==> config.mk <==
export PLATFORM = sky130hd
export DESIGN_NAME = bcd_serial_adder_ctrl
export DESIGN_NICKNAME = d
export VERILOG_FILES = /design/src/rtl/bcd_serial_adder_ctrl.sv
export SDC_FILE = /design/constraint.sdc
export NUM_CORES = 1
export LEC_CHECK = 0
export CAP_MARGIN = 30
export CORE_MARGIN = 2
export CORE_UTILIZATION = 55
export CTS_CLUSTER_DIAMETER = 120
export DETAILED_ROUTE_END_ITERATION = 8
export PLACE_DENSITY = 0.92
export SLEW_MARGIN = 10
export SYNTH_ARGS = -nofsm -noshare
export SYNTH_HDL_FRONTEND = slang
export SYNTH_SLANG_ARGS = --single-unit
==> constraint.sdc <==
create_clock -name clk -period 5.9 [get_ports clk]
set_input_delay 1.475 -clock clk [delete_from_list [all_inputs] [get_ports clk]]
set_output_delay 1.475 -clock clk [all_outputs]
set_load 0.02 [all_outputs]
==> src/rtl/bcd_serial_adder_ctrl.sv <==
// Multi-digit packed-BCD adder that reuses one combinational digit stage.
// It processes one digit per clock, least-significant digit first, behind a start/done handshake.
module bcd_serial_adder_ctrl #(
  parameter int unsigned DIGITS = 4,
  parameter int unsigned IDXW   = 2
) (
  input  logic                clk,
  input  logic                rst_n,
  input  logic                start,
  input  logic [4*DIGITS-1:0] a,
  input  logic [4*DIGITS-1:0] b,
  input  logic                cin,
  output logic                busy,
  output logic                done,
  output logic [4*DIGITS-1:0] sum,
  output logic                cout,
  output logic                err
);

  localparam int unsigned W = 4 * DIGITS;

  typedef enum logic [1:0] {
    IDLE = 2'd0,
    ADD  = 2'd1,
    DONE = 2'd2
  } state_t;

  state_t          state_q, state_d;
  logic [IDXW-1:0] idx_q, idx_d;
  logic            carry_q, carry_d;
  logic [W-1:0]    opa_q, opa_d;
  logic [W-1:0]    opb_q, opb_d;
  logic [W-1:0]    sum_q, sum_d;
  logic            cout_q, cout_d;
  logic            err_q, err_d;
  logic            busy_q, busy_d;
  logic            done_q, done_d;

  logic [3:0]      dig_a, dig_b, dig_sum;
  logic [4:0]      dig_bin;
  logic            dig_carry;
  logic            bad_digit;

  // Shared single-digit decimal stage on the currently indexed digit
  always_comb begin
    dig_a = 4'd0;
    dig_b = 4'd0;
    for (int i = 0; i < int'(DIGITS); i++) begin
      if (idx_q == IDXW'(i)) begin
        dig_a = opa_q[4*i +: 4];
        dig_b = opb_q[4*i +: 4];
      end
    end
    dig_bin   = 5'(dig_a) + 5'(dig_b) + 5'(carry_q);
    dig_carry = (dig_bin > 5'd9);
    dig_sum   = dig_carry ? 4'(dig_bin + 5'd6) : dig_bin[3:0];
  end

  // Operand validity check on the incoming (not yet latched) operands
  always_comb begin
    bad_digit = 1'b0;
    for (int i = 0; i < int'(DIGITS); i++) begin
      if ((a[4*i +: 4] > 4'd9) || (b[4*i +: 4] > 4'd9)) begin
        bad_digit = 1'b1;
      end
    end
  end

  // Next-state and datapath update
  always_comb begin
    state_d = state_q;
    idx_d   = idx_q;
    carry_d = carry_q;
    opa_d   = opa_q;
    opb_d   = opb_q;
    sum_d   = sum_q;
    cout_d  = cout_q;
    err_d   = err_q;

    unique case (state_q)
      // DONE returns to idle, so a start on its closing edge is accepted as from IDLE
      IDLE, DONE: begin
        state_d = IDLE;
        if (start) begin
          opa_d   = a;
          opb_d   = b;
          carry_d = cin;
          idx_d   = '0;
          sum_d   = '0;
          cout_d  = 1'b0;
          if (bad_digit) begin
            err_d   = 1'b1;
            state_d = DONE;
          end else begin
            err_d   = 1'b0;
            state_d = ADD;
          end
        end
      end
      ADD: begin
        for (int i = 0; i < int'(DIGITS); i++) begin
          if (idx_q == IDXW'(i)) begin
            sum_d[4*i +: 4] = dig_sum;
          end
        end
        carry_d = dig_carry;
        if (idx_q == IDXW'(DIGITS - 1)) begin
          cout_d  = dig_carry;
          state_d = DONE;
        end else begin
          idx_d = idx_q + IDXW'(1);
        end
      end
      default: state_d = IDLE;
    endcase

    busy_d = (state_d == ADD);
    done_d = (state_d == DONE);
  end

  // State and datapath registers
  always_ff @(posedge clk or negedge rst_n) begin
    if (!rst_n) begin
      state_q <= IDLE;
      idx_q   <= '0;
      carry_q <= 1'b0;
      opa_q   <= '0;
      opb_q   <= '0;
      sum_q   <= '0;
      cout_q  <= 1'b0;
      err_q   <= 1'b0;
      busy_q  <= 1'b0;
      done_q  <= 1'b0;
    end else begin
      state_q <= state_d;
      idx_q   <= idx_d;
      carry_q <= carry_d;
      opa_q   <= opa_d;
      opb_q   <= opb_d;
      sum_q   <= sum_d;
      cout_q  <= cout_d;
      err_q   <= err_d;
      busy_q  <= busy_d;
      done_q  <= done_d;
    end
  end

  assign busy = busy_q;
  assign done = done_q;
  assign sum  = sum_q;
  assign cout = cout_q;
  assign err  = err_q;

endmodule

== Word level (Yosys, flattened, before mapping) ==
Cells that the tools add are included.
Word-level totals
  bits in registers: 57
Cells by class
  muxes and demuxes: 32
  reduce and logical (&&, ||, !) cells: 15
  eq/ne operators: 13
  add/sub/neg operators: 4
  $lt $le $gt $ge: 9
Operators by type and width (count)
  $mux W4: 13
  $gt A4 B4 Y1 const B: 8
  $pmux W16 S2: 1
  $mux W16: 1
  $reduce_and A3 Y1: 5
  $ne A2 B2 Y1 const B: 6
  $mux W2: 5
  $eq A2 B2 Y1 const B: 4
  $mux W1: 8
  $pmux W2 S2: 2
  $eq A2 B1 Y1 const B: 3
  $add A4 B4 Y5: 1
  $add A5 B1 Y5: 1
  $gt A5 B4 Y1 const B: 1
  $add A4 B3 Y4 const B: 1
  $logic_not A2 Y1: 2
  $logic_or A1 B1 Y1: 4
  $pmux W1 S2: 2
  $reduce_and A2 Y1: 2
  $add A2 B1 Y2 const B: 1
  $reduce_bool A2 Y1: 1
  $reduce_or A2 Y1: 1

== Depth between registers and ports, before layout ==
  word-level depth: 11
  depth in mapped cells: 18

== Worst setup path after synthesis ==
Ideal clock, no wire load.
  path kind: register -> register
  start: register idx_q[0]
  end: register sum_q[14] (netlist: sum[14])
  setup time: 135 ps
  path slack: 2159 ps
  clock period less this slack: 3741 ps
  buffers on the path: 2
  cell stages (with the launch flop): 18
  arrival time: 3606 ps
  required time: 5765 ps
  cells stage by stage: dfrtp_1 > inv_1 > ha_1 > clkbuf_1 > clkbuf_1 > a21oi_1 > nor2_1 > a21oi_1 > fa_1 > fa_1 > xnor2_2 > inv_1 > ha_1 > nand2_1 > o21ai_0 > or3_1 > a311oi_2 > o21ai_0
Between the ends
  longest elaborated chain between the ends: 11
  elaborated cells between the ends (all ways): 21
RTL lines
  start: declaration: line 29  | logic [IDXW-1:0] idx_q, idx_d;
  start signal: assignment: line 136  | idx_q <= idx_d;
  $logic_not A2 Y1: line 49  | if (idx_q == IDXW'(i)) begin
  $mux W4 (4 in series): line 49
  $add A4 B4 Y5: line 54  | dig_bin = 5'(dig_a) + 5'(dig_b) + 5'(carry_q);
  $add A5 B1 Y5: line 54
  $add A4 B3 Y4 or $gt A5 B4 Y1 (tied branches): line 56, 55
  $mux W4: line 56  | dig_sum = dig_carry ? 4'(dig_bin + 5'd6) : dig_bin[3:0];
  $mux W4: line 102  | if (idx_q == IDXW'(i)) begin
  $pmux W16 S2: line 80  | unique case (state_q)
  end signal: assignment: line 140  | sum_q <= sum_d;
  end: declaration: line 33  | logic [W-1:0] sum_q, sum_d;
Parallel ways exist; a longest one is shown, timed or not. The select of a mux whose other input is x is not followed.
A chain may end at the register's enable or synchronous reset.

== Final worst setup path ==
  start: register idx_q[1]
  end: register sum_q[14] (netlist: sum[14])
The elaborated chain is that of the path after synthesis.

==> impl_results.html <==
<table>
<tr><th>Metric</th><th>Value</th></tr>
<tr><th colspan="2">Run status</th></tr>
<tr><td>Result of the run</td><td>finished clean</td></tr>
<tr><th colspan="2">GRT</th></tr>
<tr><td>Initial antenna violation count</td><td>0</td></tr>
<tr><td>Global-route total usage across every layer</td><td>26.21%</td></tr>
<tr><td>Gr ovfl total</td><td>0</td></tr>
<tr><td>Via count of the first global-routing pass</td><td>2329</td></tr>
<tr><td>Global-route wire length before repair</td><td>10810 um</td></tr>
<tr><td>Maximum number of pins on one net before global-route repair</td><td>58</td></tr>
<tr><th colspan="2">STA</th></tr>
<tr><td>Post-route minimum period</td><td>4138 ps</td></tr>
<tr><td>Maximum clock frequency</td><td>241.7 MHz</td></tr>
<tr><td>RSZ-0062 raised after global routing</td><td>false</td></tr>
<tr><td>Count of pins over their slew limit</td><td>0</td></tr>
<tr><td>Slack of the critical path</td><td>1762 ps</td></tr>
<tr><td>Final hold violation count</td><td>0</td></tr>
<tr><td>Relative slew slack</td><td>53.71%</td></tr>
<tr><td>Setup_tns</td><td>0 ps</td></tr>
<tr><td>Final setup violation count</td><td>0</td></tr>
<tr><td>Post-route fraction of the period consumed by the critical path</td><td>70.13%</td></tr>
<tr><td>Post-Route Skew</td><td>7.927 ps</td></tr>
<tr><td>Measured slew at the worst slew-check pin</td><td>694.3 ps</td></tr>
<tr><th colspan="2">Detailed routing</th></tr>
<tr><td>Routed wire length</td><td>6390 um</td></tr>
<tr><td>Number of design rule violations left after detail routing</td><td>0</td></tr>
<tr><td>Number of vias after detailed routing</td><td>2412</td></tr>
<tr><td>Vias per cell</td><td>5.360</td></tr>
<tr><td>Count of routing violations after the opening detailed-route iteration</td><td>140</td></tr>
<tr><td>Number of nets with antenna violations after detailed routing</td><td>0</td></tr>
<tr><td>Post-DR wirelength/cell</td><td>14.20 um</td></tr>
<tr><td>First-pass DRT Iterations</td><td>5</td></tr>
<tr><th colspan="2">Critical path</th></tr>
<tr><td>Startpoint class of the critical path</td><td>register</td></tr>
<tr><td>Crit Path Class</td><td>reg2reg</td></tr>
<tr><td>Worst endpoint required time</td><td>6110 ps</td></tr>
<tr><td>Endpoint type of the worst setup path</td><td>register</td></tr>
<tr><td>Slack of the worst reg-to-reg path</td><td>1760 ps</td></tr>
<tr><td>Worst-path cell with the longest stage delay</td><td>fa_1</td></tr>
<tr><td>Critical Path, Cell by Cell</td><td>inv_1 &gt; ha_1 &gt; nand3b_1 &gt; a21oi_1 &gt; a21oi_1 &gt; nor2_1 &gt; a21oi_1 &gt; fa_1 &gt; fa_1 &gt; xnor2_2 &gt; inv_1 &gt; ha_1 &gt; nand2_1 &gt; o21ai_0 &gt; or3_1 &gt; a311oi_2 &gt; o21ai_0</td></tr>
<tr><td>Crit path DAT</td><td>4350 ps</td></tr>
<tr><td>Max Fanout on Critical Path</td><td>17</td></tr>
<tr><td>Most used cell, CP</td><td>a21oi_1</td></tr>
<tr><td>Critical path's top delay family</td><td>adder cells</td></tr>
<tr><td>Crit path buffers/inverters</td><td>2</td></tr>
<tr><td>Slowest cell delay on critical path</td><td>460 ps</td></tr>
<tr><th colspan="2">Placed design</th></tr>
<tr><td>Buffers added on ports</td><td>55</td></tr>
<tr><td>Total placed cells including tap cells</td><td>434</td></tr>
<tr><td>Weighted congestion at the end of routability-driven global placement</td><td>0.9026</td></tr>
<tr><td>Total half-perimeter wirelength after legalization and detailed placement</td><td>4631 um</td></tr>
<tr><td>Post-place setup slack</td><td>1862 ps</td></tr>
<tr><th colspan="2">Power</th></tr>
<tr><td>Max IR drop VDD</td><td>178.5 uV</td></tr>
<tr><td>PwrDens</td><td>282.2 nW/um^2</td></tr>
<tr><td>Leakage power summed over all cells</td><td>1.646 nW</td></tr>
<tr><th colspan="2">Clocking</th></tr>
<tr><td>Clock tree from TritonCTS</td><td>yes</td></tr>
<tr><td>Clock network latency to the later pin of the worst-skew pair</td><td>350 ps</td></tr>
<tr><td>Post-CTS resize count</td><td>0</td></tr>
<tr><td>Number of CTS-inserted buffers</td><td>9</td></tr>
<tr><td>Setup Buffers After CTS</td><td>0</td></tr>
<tr><td>Hold-fix buffer count after cts</td><td>0</td></tr>
<tr><td>Clk slew on worst S/H paths</td><td>60 ps</td></tr>
<tr><td>Root buffer selected by CTS</td><td>clkbuf_8</td></tr>
<tr><td>CTS H-Tree Depth</td><td>3</td></tr>
<tr><td>Maximum buffer depth of the clock tree</td><td>2</td></tr>
<tr><td>Clock tree sinks</td><td>57</td></tr>
<tr><th colspan="2">Run</th></tr>
<tr><td>Number of max-capacitance violations reported</td><td>0</td></tr>
<tr><th colspan="2">Logic synthesis</th></tr>
<tr><td>Seq cells post-synth</td><td>57</td></tr>
<tr><td>Syn nets</td><td>372</td></tr>
<tr><td>Async set-reset flop share out of synthesis</td><td>100.0%</td></tr>
<tr><td>Post-synth design cell area</td><td>2773 um^2</td></tr>
<tr><td>Register area share after synthesis</td><td>51.44%</td></tr>
<tr><td>Library cells used by synthesis</td><td>27</td></tr>
<tr><td>Most area-consuming cells after synthesis</td><td>dfrtp_1, nand2_1, o21ai_0, a21oi_1, ha_1</td></tr>
<tr><td>Area fraction of the dominant cell type after synthesis</td><td>51.44%</td></tr>
<tr><td>Most frequent cells after synthesis</td><td>nand2_1, dfrtp_1, o21ai_0</td></tr>
<tr><td>Per-instance average area after synthesis</td><td>8.505 um^2</td></tr>
<tr><td>Cell taking the most area after synthesis</td><td>dfrtp_1</td></tr>
<tr><td>Warnings from Yosys</td><td>0</td></tr>
<tr><td>Post-synth top flop</td><td>dfrtp_1</td></tr>
<tr><td>Most instantiated library cell after synthesis</td><td>nand2_1</td></tr>
<tr><td>Count of flip-flops with a built-in enable after synthesis</td><td>0</td></tr>
<tr><td>Post-synthesis cell count</td><td>326</td></tr>
<tr><th colspan="2">Floorplan</th></tr>
<tr><td>Standard-cell row count</td><td>25</td></tr>
<tr><td>Area of the die</td><td>5625 um^2</td></tr>
<tr><td>Initial Utilization</td><td>57.93%</td></tr>
<tr><td>Die Wd</td><td>75 um</td></tr>
<tr><td>Die height</td><td>75 um</td></tr>
<tr><td>Boundary pin count</td><td>56</td></tr>
<tr><td>Area of the core</td><td>4786 um^2</td></tr>
<tr><th colspan="2">Finish</th></tr>
<tr><td>Area of the multi-input gates</td><td>1259 um^2</td></tr>
<tr><td>Final Net Count</td><td>424</td></tr>
<tr><td>Fraction of layout instances using a drive strength above 1</td><td>6.266%</td></tr>
<tr><td>Non-filler cells, final</td><td>450</td></tr>
<tr><td>Final antenna diode count</td><td>0</td></tr>
<tr><td>Fillers</td><td>352</td></tr>
<tr><td>Area growth syn-to-layout</td><td>27.57%</td></tr>
<tr><td>Sequential Area</td><td>1426 um^2</td></tr>
<tr><th colspan="2">Min path</th></tr>
<tr><td>Hold crit path type</td><td>reg2reg</td></tr>
</table>
-- path summary, 6_finish.rpt --
check | startpoint | cells past startpoint | end
worst min-delay path | opb_q[14] | 2 | opb_q[14]
worst max register to register | idx_q[1] | 17 | sum[14]
max in group asynchronous | rst_n | 2 | opb_q[14]
worst max-delay path | idx_q[1] | 17 | sum[14]
min in group asynchronous | rst_n | 2 | sum[12]
worst min register to register | opb_q[14] | 2 | opb_q[14]
-- stage by stage --
stage / util, % / cell area (um^2) / total power (W) / hold slack [ps]
2_1_floorplan: - / 2773 / 0.0005948 / 445.5
4_1_cts: 73.91 / 3537 / 0.0009976 / 479.0
3_5_place_dp: 70.27 / 3363 / 0.0006759 / 465.2
3_3_place_gp: 70.27 / 3363 / 0.0006619 / 462.1
6_report: 73.91 / 3537 / 0.0009982 / 476.7
5_1_grt: 73.91 / 3537 / 0.001044 / 508.5
-- per-layer routing --
metal  GRT usage (%)  up-vias  share of wire (%)
li1                -     1185                  -
met1           32.68     1130                 42
met2           43.18       82                 50
met3           5.355       15                5.7
met4           13.69        0                2.2
met5               0        -                  0
-- layout by cell type, fill, tap and decap left out, types with 2 or more instances in the layout --
cell type / count
a21o_1: 2
a21oi_1: 24
buf_4: 3
clkbuf_1: 2
clkbuf_8: 11
clkdlybuf4s50_1: 54
clkinv_2: 3
dfrtp_1: 57
fa_1: 2
ha_1: 8
inv_1: 7
nand2_1: 115
nand2b_1: 5
nand3_1: 19
nand3b_1: 9
nand4_1: 2
nor2_1: 8
nor2b_1: 2
nor3_1: 2
o21ai_0: 35
-- where the power goes --
group | internal [W] | switching (W) | total [W]
Clock | 0.000173 | 0.000152 | 0.000325
Combinational | 0.000106 | 0.000133 | 0.000239
Sequential | 0.000417 | 0.0000175 | 0.000434
-- layout make-up --
type | count | share of cell area (%)
multi-input combinational | 245 | 35.59
clock inverter | 3 | 0.4245
tap | 67 | 2.370
inverter | 7 | 0.7428
sequential | 57 | 40.33
clock buffer | 13 | 4.492
timing repair buffer | 58 | 16.06
-- kinds of logic after synthesis --
group / Yosys count / synth area share (%)
adder cells (fa/ha/maj): 10 / 5.054
AND/OR/NAND/NOR: 167 / 26.26
buffers and inverters: 24 / 3.249
flip-flops: 57 / 51.44
AO/OA/AOI/OAI: 65 / 12.73
XOR/XNOR: 2 / 0.9027
multiplexers: 1 / 0.3610
-- flip-flops by register name (all words and copies together) (netlist names) --
| signal | count |
|---|---|
| opb_q | 16 |
| err | 1 |
| idx_q | 2 |
| sum | 16 |
| state_q | 2 |
| cout | 1 |
| busy | 1 |
| carry_q | 1 |
| done | 1 |
| opa_q | 16 |
-- worst register-to-register path, cell delays in order, from the launching register on --
cell      delay (ps)
dfrtp_1          400
inv_1             80
ha_1             350
nand3b_1         240
a21oi_1          190
a21oi_1           60
nor2_1           110
a21oi_1           70
fa_1             460
fa_1             440
xnor2_2          270
inv_1             80
ha_1             230
nand2_1           60
o21ai_0          140
or3_1            350
a311oi_2         350
o21ai_0          130
No activity file was read; power rests on OpenSTA's default activity.
==> patch 1 (same settings) <==
Reset style: synchronous (`rst_n`), changed in one clocked block.
--- a/src/rtl/bcd_serial_adder_ctrl.sv
+++ b/src/rtl/bcd_serial_adder_ctrl.sv
@@ -121,3 +121,3 @@
   // State and datapath registers
-  always_ff @(posedge clk or negedge rst_n) begin
+  always_ff @(posedge clk) begin
     if (!rst_n) begin
Function: differs if rst_n is asserted again (counterexample within 4 cycles, from zero or initial values and one cycle with rst_n low); with rst_n held inactive, the same outputs for 10 cycles.
==> patch 1 against the original RTL <==
- clock power shrank 6.8%
- sequential cell count unchanged
- area after synthesis increased by 0.86%
- setup slack better by 0.13 ns
- total power shrank 17%
- cell area is 0.53% lower
- routed wire length grew 1.0%
- critical endpoint is now sum[14]
- largest cell class is now multi-input gates
==> patch 1: results (changes against the original RTL) <==
- The placement-stage worst setup slack is 1.90 ns (was 1.86 ns).
- The filler cell count is 376 (was 352).
- The detailed placement HPWL was 4.75 mm (was 4.63 mm).
- The post-route clock skew is 0.00730 ns (was 0.00793 ns).
- Cell types occupying the most area after synthesis: sky130_fd_sc_hd__dfxtp_1 41%, sky130_fd_sc_hd__nand2_1 12%, sky130_fd_sc_hd__a21boi_0 9.7% (was sky130_fd_sc_hd__dfrtp_1 51%, sky130_fd_sc_hd__nand2_1 16%, sky130_fd_sc_hd__o21ai_0 6.3%).
- The count of routing violations after the opening detailed-route iteration was 127 (was 140).
- The relative slew slack came to 0.418 (was 0.537).
- The cell area reported after detailed placement is 0.00336 mm² (about the same).
- The aggregate routed wire length is 6.46 mm (was 6.39 mm).
- The endpoint arrival time on the critical path is 4.28 ns (was 4.35 ns).
- Outcome: finished clean (unchanged).
- The count of nets after finishing came to 443 (was 424).
- The placer's final routability congestion estimate is 0.878 (was 0.903).
- The via count of the first global-routing pass is 2427 (was 2329).
- The non-filler instance count after layout was 468 (was 450).
- The share of layout cells above drive strength 1 is 0.0499 (was 0.0627).
- The met3 track demand over resource in global routing was 0.0542 (was 0.0535).
- The average size of a mapped cell is 7.92 µm² (was 8.51 µm²).
- The placed instance count is 453 (was 434).
- The amount of wire on met2 after detailed routing is 3.11 mm (was 3.18 mm).
- The fraction of registers with async set or reset after synthesis is 0 (was 1.00).
- The fraction of the yosys area taken by sequential cells came to 0.408 (was 0.514).
- The distinct cell type count after synthesis is 34 (was 27).
- The largest vdd supply drop came to 0.158 mV (was 0.179 mV).
- Ranking of synthesized cells by instance count: 89 x sky130_fd_sc_hd__nand2_1, 57 x sky130_fd_sc_hd__dfxtp_1, 36 x sky130_fd_sc_hd__a21boi_0 (was 115 x sky130_fd_sc_hd__nand2_1, 57 x sky130_fd_sc_hd__dfrtp_1, 35 x sky130_fd_sc_hd__o21ai_0).
- The wire length of the first global-routing pass is 10.9 mm (was 10.8 mm).
- The maximum number of pins on one net before global-route repair came to 62 (was 58).
- The net count after synthesis came to 399 (was 372).
- The combined global-route utilization of all metal layers came to 0.255 (was 0.262).
[patch 1: cell count changes after synthesis, moves of 4 or more]
cell and change:
sky130_fd_sc_hd__o21ai_0 -11, sky130_fd_sc_hd__clkbuf_1 +8, sky130_fd_sc_hd__nand3_1 -8, sky130_fd_sc_hd__o21ai_2 +4, sky130_fd_sc_hd__o311a_1 +4, sky130_fd_sc_hd__dfxtp_1 +57
sky130_fd_sc_hd__nand2_1 -26, sky130_fd_sc_hd__dfrtp_1 -57, sky130_fd_sc_hd__nor2b_1 +5, sky130_fd_sc_hd__o211ai_1 +4, sky130_fd_sc_hd__a21boi_0 +35
[patch 1: final cells by class]
type,count,area [µm²],area share
Clock buffer,15,156,0.0445
Inverter,5,18.8,0.00533
Multi-Input combinational cell,266,1550,0.439
Sequential cell,57,1140,0.324
Tap cell,67,83.8,0.0238
Timing Repair Buffer,58,573,0.163
[patch 1: worst paths after layout]
path	startpoint	end	slack, ns	depth (start not counted)
max	idx_q[1]	sum[14]	1.89	15
min	opb_q[15]	opb_q[15]	0.47	2
max reg2reg	idx_q[1]	sum[14]	1.89	15
min reg2reg	opb_q[15]	opb_q[15]	0.47	2
[patch 1: kinds of logic after synthesis]
family / after synthesis / synth area share
simple gates: 142 / 0.229
compound gates: 112 / 0.264
flops: 57 / 0.408
buf+inv: 30 / 0.0403
fa+ha+maj: 10 / 0.0501
xor+xnor: 1 / 0.00313
mux: 1 / 0.00537
[patch 1: report_power, final]
part | internal [mW] | switching, mW
sequential | 0.399 | 0.00823
clock | 0.162 | 0.141
combinational | 0.0577 | 0.0633
[patch 1: worst min-delay path, stage by stage, from the launching register on]
cell	delay, ns
sky130_fd_sc_hd__dfxtp_1	0.31
sky130_fd_sc_hd__nand2_1	0.05
sky130_fd_sc_hd__a21boi_0	0.06
==> patch 2 (config.mk and constraints unchanged) <==
Without the edit above. `DIGITS`: 4 -> 5.
--- a/src/rtl/bcd_serial_adder_ctrl.sv
+++ b/src/rtl/bcd_serial_adder_ctrl.sv
@@ -3,3 +3,3 @@
 module bcd_serial_adder_ctrl #(
-  parameter int unsigned DIGITS = 4,
+  parameter int unsigned DIGITS = 5,
   parameter int unsigned IDXW   = 2
Ports: changed (resized a, b and sum); port bits go from 56 to 68. No check against the original RTL was run, so the function may have changed too.
==> patch 2 against the original RTL <==
- area after synthesis grew 4.5%
- sequential cell count is the same
- cell area grew 5.8%
- count of clock-buffer cells in the layout is the same
- setup slack lost 0.29 ns
- sequential power shrank 2%
- total power shrank 1.4%
- routed wire length grew 11%
- critical path depth shrank 1
- largest cell class unchanged
- largest power group unchanged
==> patch 2: results (changes against the original RTL) <==
- The endpoint arrival time on the critical path was 4.63 ns (was 4.35 ns).
- The maximum number of pins on one net before global-route repair is 58 (unchanged).
- The via count normalized by instance count was 5.65 (was 5.36).
- The number of buffers inserted by post-CTS setup repair came to 0 (unchanged).
- The placer's final routability congestion estimate is 0.822 (was 0.903).
- The count of nets after finishing is 451 (was 424).
- The largest vdd supply drop is 0.161 mV (was 0.179 mV).
- The filler cell count is 411 (was 352).
- The detailed placement HPWL is 4.88 mm (was 4.63 mm).
- The count of TritonRoute iterations in the first routing pass was 4 (was 5).
- The placed instance count is 456 (was 434).
- The delay of the slowest cell on the worst path came to 0.54 ns (was 0.46 ns).
- Cell types occupying the most area after synthesis: sky130_fd_sc_hd__dfrtp_1 49%, sky130_fd_sc_hd__nand2_1 14%, sky130_fd_sc_hd__o21ai_0 4.1% (was sky130_fd_sc_hd__dfrtp_1 51%, sky130_fd_sc_hd__nand2_1 16%, sky130_fd_sc_hd__o21ai_0 6.3%).
- The net count after synthesis is 395 (was 372).
- The static leakage power is 1.72 nW (was 1.65 nW).
- The highest net fanout along the worst path is 12 (was 17).
- The count of input and output buffers is 65 (was 55).
- The wire length of the first global-routing pass is 12.4 mm (was 10.8 mm).
- Outcome: finished clean (unchanged).
- The post-route clock skew is 0.00995 ns (was 0.00793 ns).
- The number of levels in the clock H-tree is 3 (unchanged).
- The fraction of the yosys area taken by sequential cells is 0.492 (was 0.514).
- Ranking of synthesized cells by instance count: 106 x sky130_fd_sc_hd__nand2_1, 57 x sky130_fd_sc_hd__dfrtp_1, 24 x sky130_fd_sc_hd__o21ai_0 (was 115 x sky130_fd_sc_hd__nand2_1, 57 x sky130_fd_sc_hd__dfrtp_1, 35 x sky130_fd_sc_hd__o21ai_0).
- The non-filler instance count after layout came to 472 (was 450).
- The via count of the first global-routing pass is 2790 (was 2329).
- The aggregate routed wire length is 7.09 mm (was 6.39 mm).
- The count of routing violations after the opening detailed-route iteration is 282 (was 140).
- The combined global-route utilization of all metal layers was 0.268 (was 0.262).
- The clock tree buffer depth is 2 (unchanged).
- The slew at the pin closest to its max-slew limit came to 0.691 ns (was 0.694 ns).
- The share of layout cells above drive strength 1 is 0.0572 (was 0.0627).
- The distinct cell type count after synthesis is 36 (was 27).
- The depth of the worst register-to-register path came to 16 (was 17).
- The average size of a mapped cell is 8.50 µm² (was 8.51 µm²).
==> patch 2: cell count changes after synthesis, sizes merged, moves of 5 or more <==
cell / unedited run / this run
a21oi: 24 / 16
buf: 0 / 6
nand2: 115 / 106
nor2: 8 / 13
==> patch 2: layout make-up <==
cell class | instances | area, µm² | area share
clock buffers | 13 | 149 | 0.0398
flip-flops and latches | 57 | 1430 | 0.381
repair buffers | 68 | 676 | 0.180
multi-input cells | 254 | 1340 | 0.358
well taps | 70 | 87.6 | 0.0234
clock inverters | 3 | 40.0 | 0.0107
inverters | 7 | 26.3 | 0.00702
==> patch 2: where the power goes <==
part / switching [mW] / internal [mW]
registers: 0.0135 / 0.413
clock network: 0.152 / 0.206
logic: 0.121 / 0.0795
total: 0.287 / 0.698
==> patch 2: critical path, delay by kind of cell (launching register included) <==
kind,cells,cell delay (ns)
AO/OA/AOI/OAI,5,0.99
adder cells (fa/ha/maj),4,1.57
buffers and inverters,3,0.40
flip-flops,1,0.42
AND/OR/NAND/NOR,4,0.93
==> patch 2: cell families after synthesis <==
kind of cell	count (synthesis)	share of synthesized area
xor+xnor	1	0.00561
flops	57	0.492
simple gates	170	0.259
fa+ha+maj	10	0.0484
compound gates	73	0.148
buf+inv	30	0.0466
==> patch 2: metrics by stage <==
stage | worst slack (ns) | instance area [µm²] | utilization
final | 1.47 | 3740 | 0.733
after global routing | 1.13 | 3740 | 0.733
after CTS | 1.55 | 3740 | 0.733
after detailed placement | 1.64 | 3550 | 0.696
after global placement | 1.77 | 3540 | 0.693
after floorplan | 2.30 | 2900 | -
==> patch 2: metal layers <==
| layer | GRT usage | up-vias | wire (µm) |
|---|---|---|---|
| met5 | 0 | - | 0 |
| met4 | 0.165 | 0 | 277 |
| met3 | 0.0438 | 28 | 418 |
| met2 | 0.445 | 125 | 3560 |
| met1 | 0.328 | 1243 | 2840 |
| li1 | - | 1270 | - |
==> patch 2: final timing paths <==
kind	start	slack (ns)	to
worst max-delay path	idx_q[0]	1.47	sum[14]
worst min-delay path	opa_q[15]	0.48	opa_q[15]
worst max register to register	idx_q[0]	1.47	sum[14]
worst min register to register	opa_q[15]	0.48	opa_q[15]
max in group asynchronous	rst_n	4.18	opa_q[16]
min in group asynchronous	rst_n	1.27	sum[7]
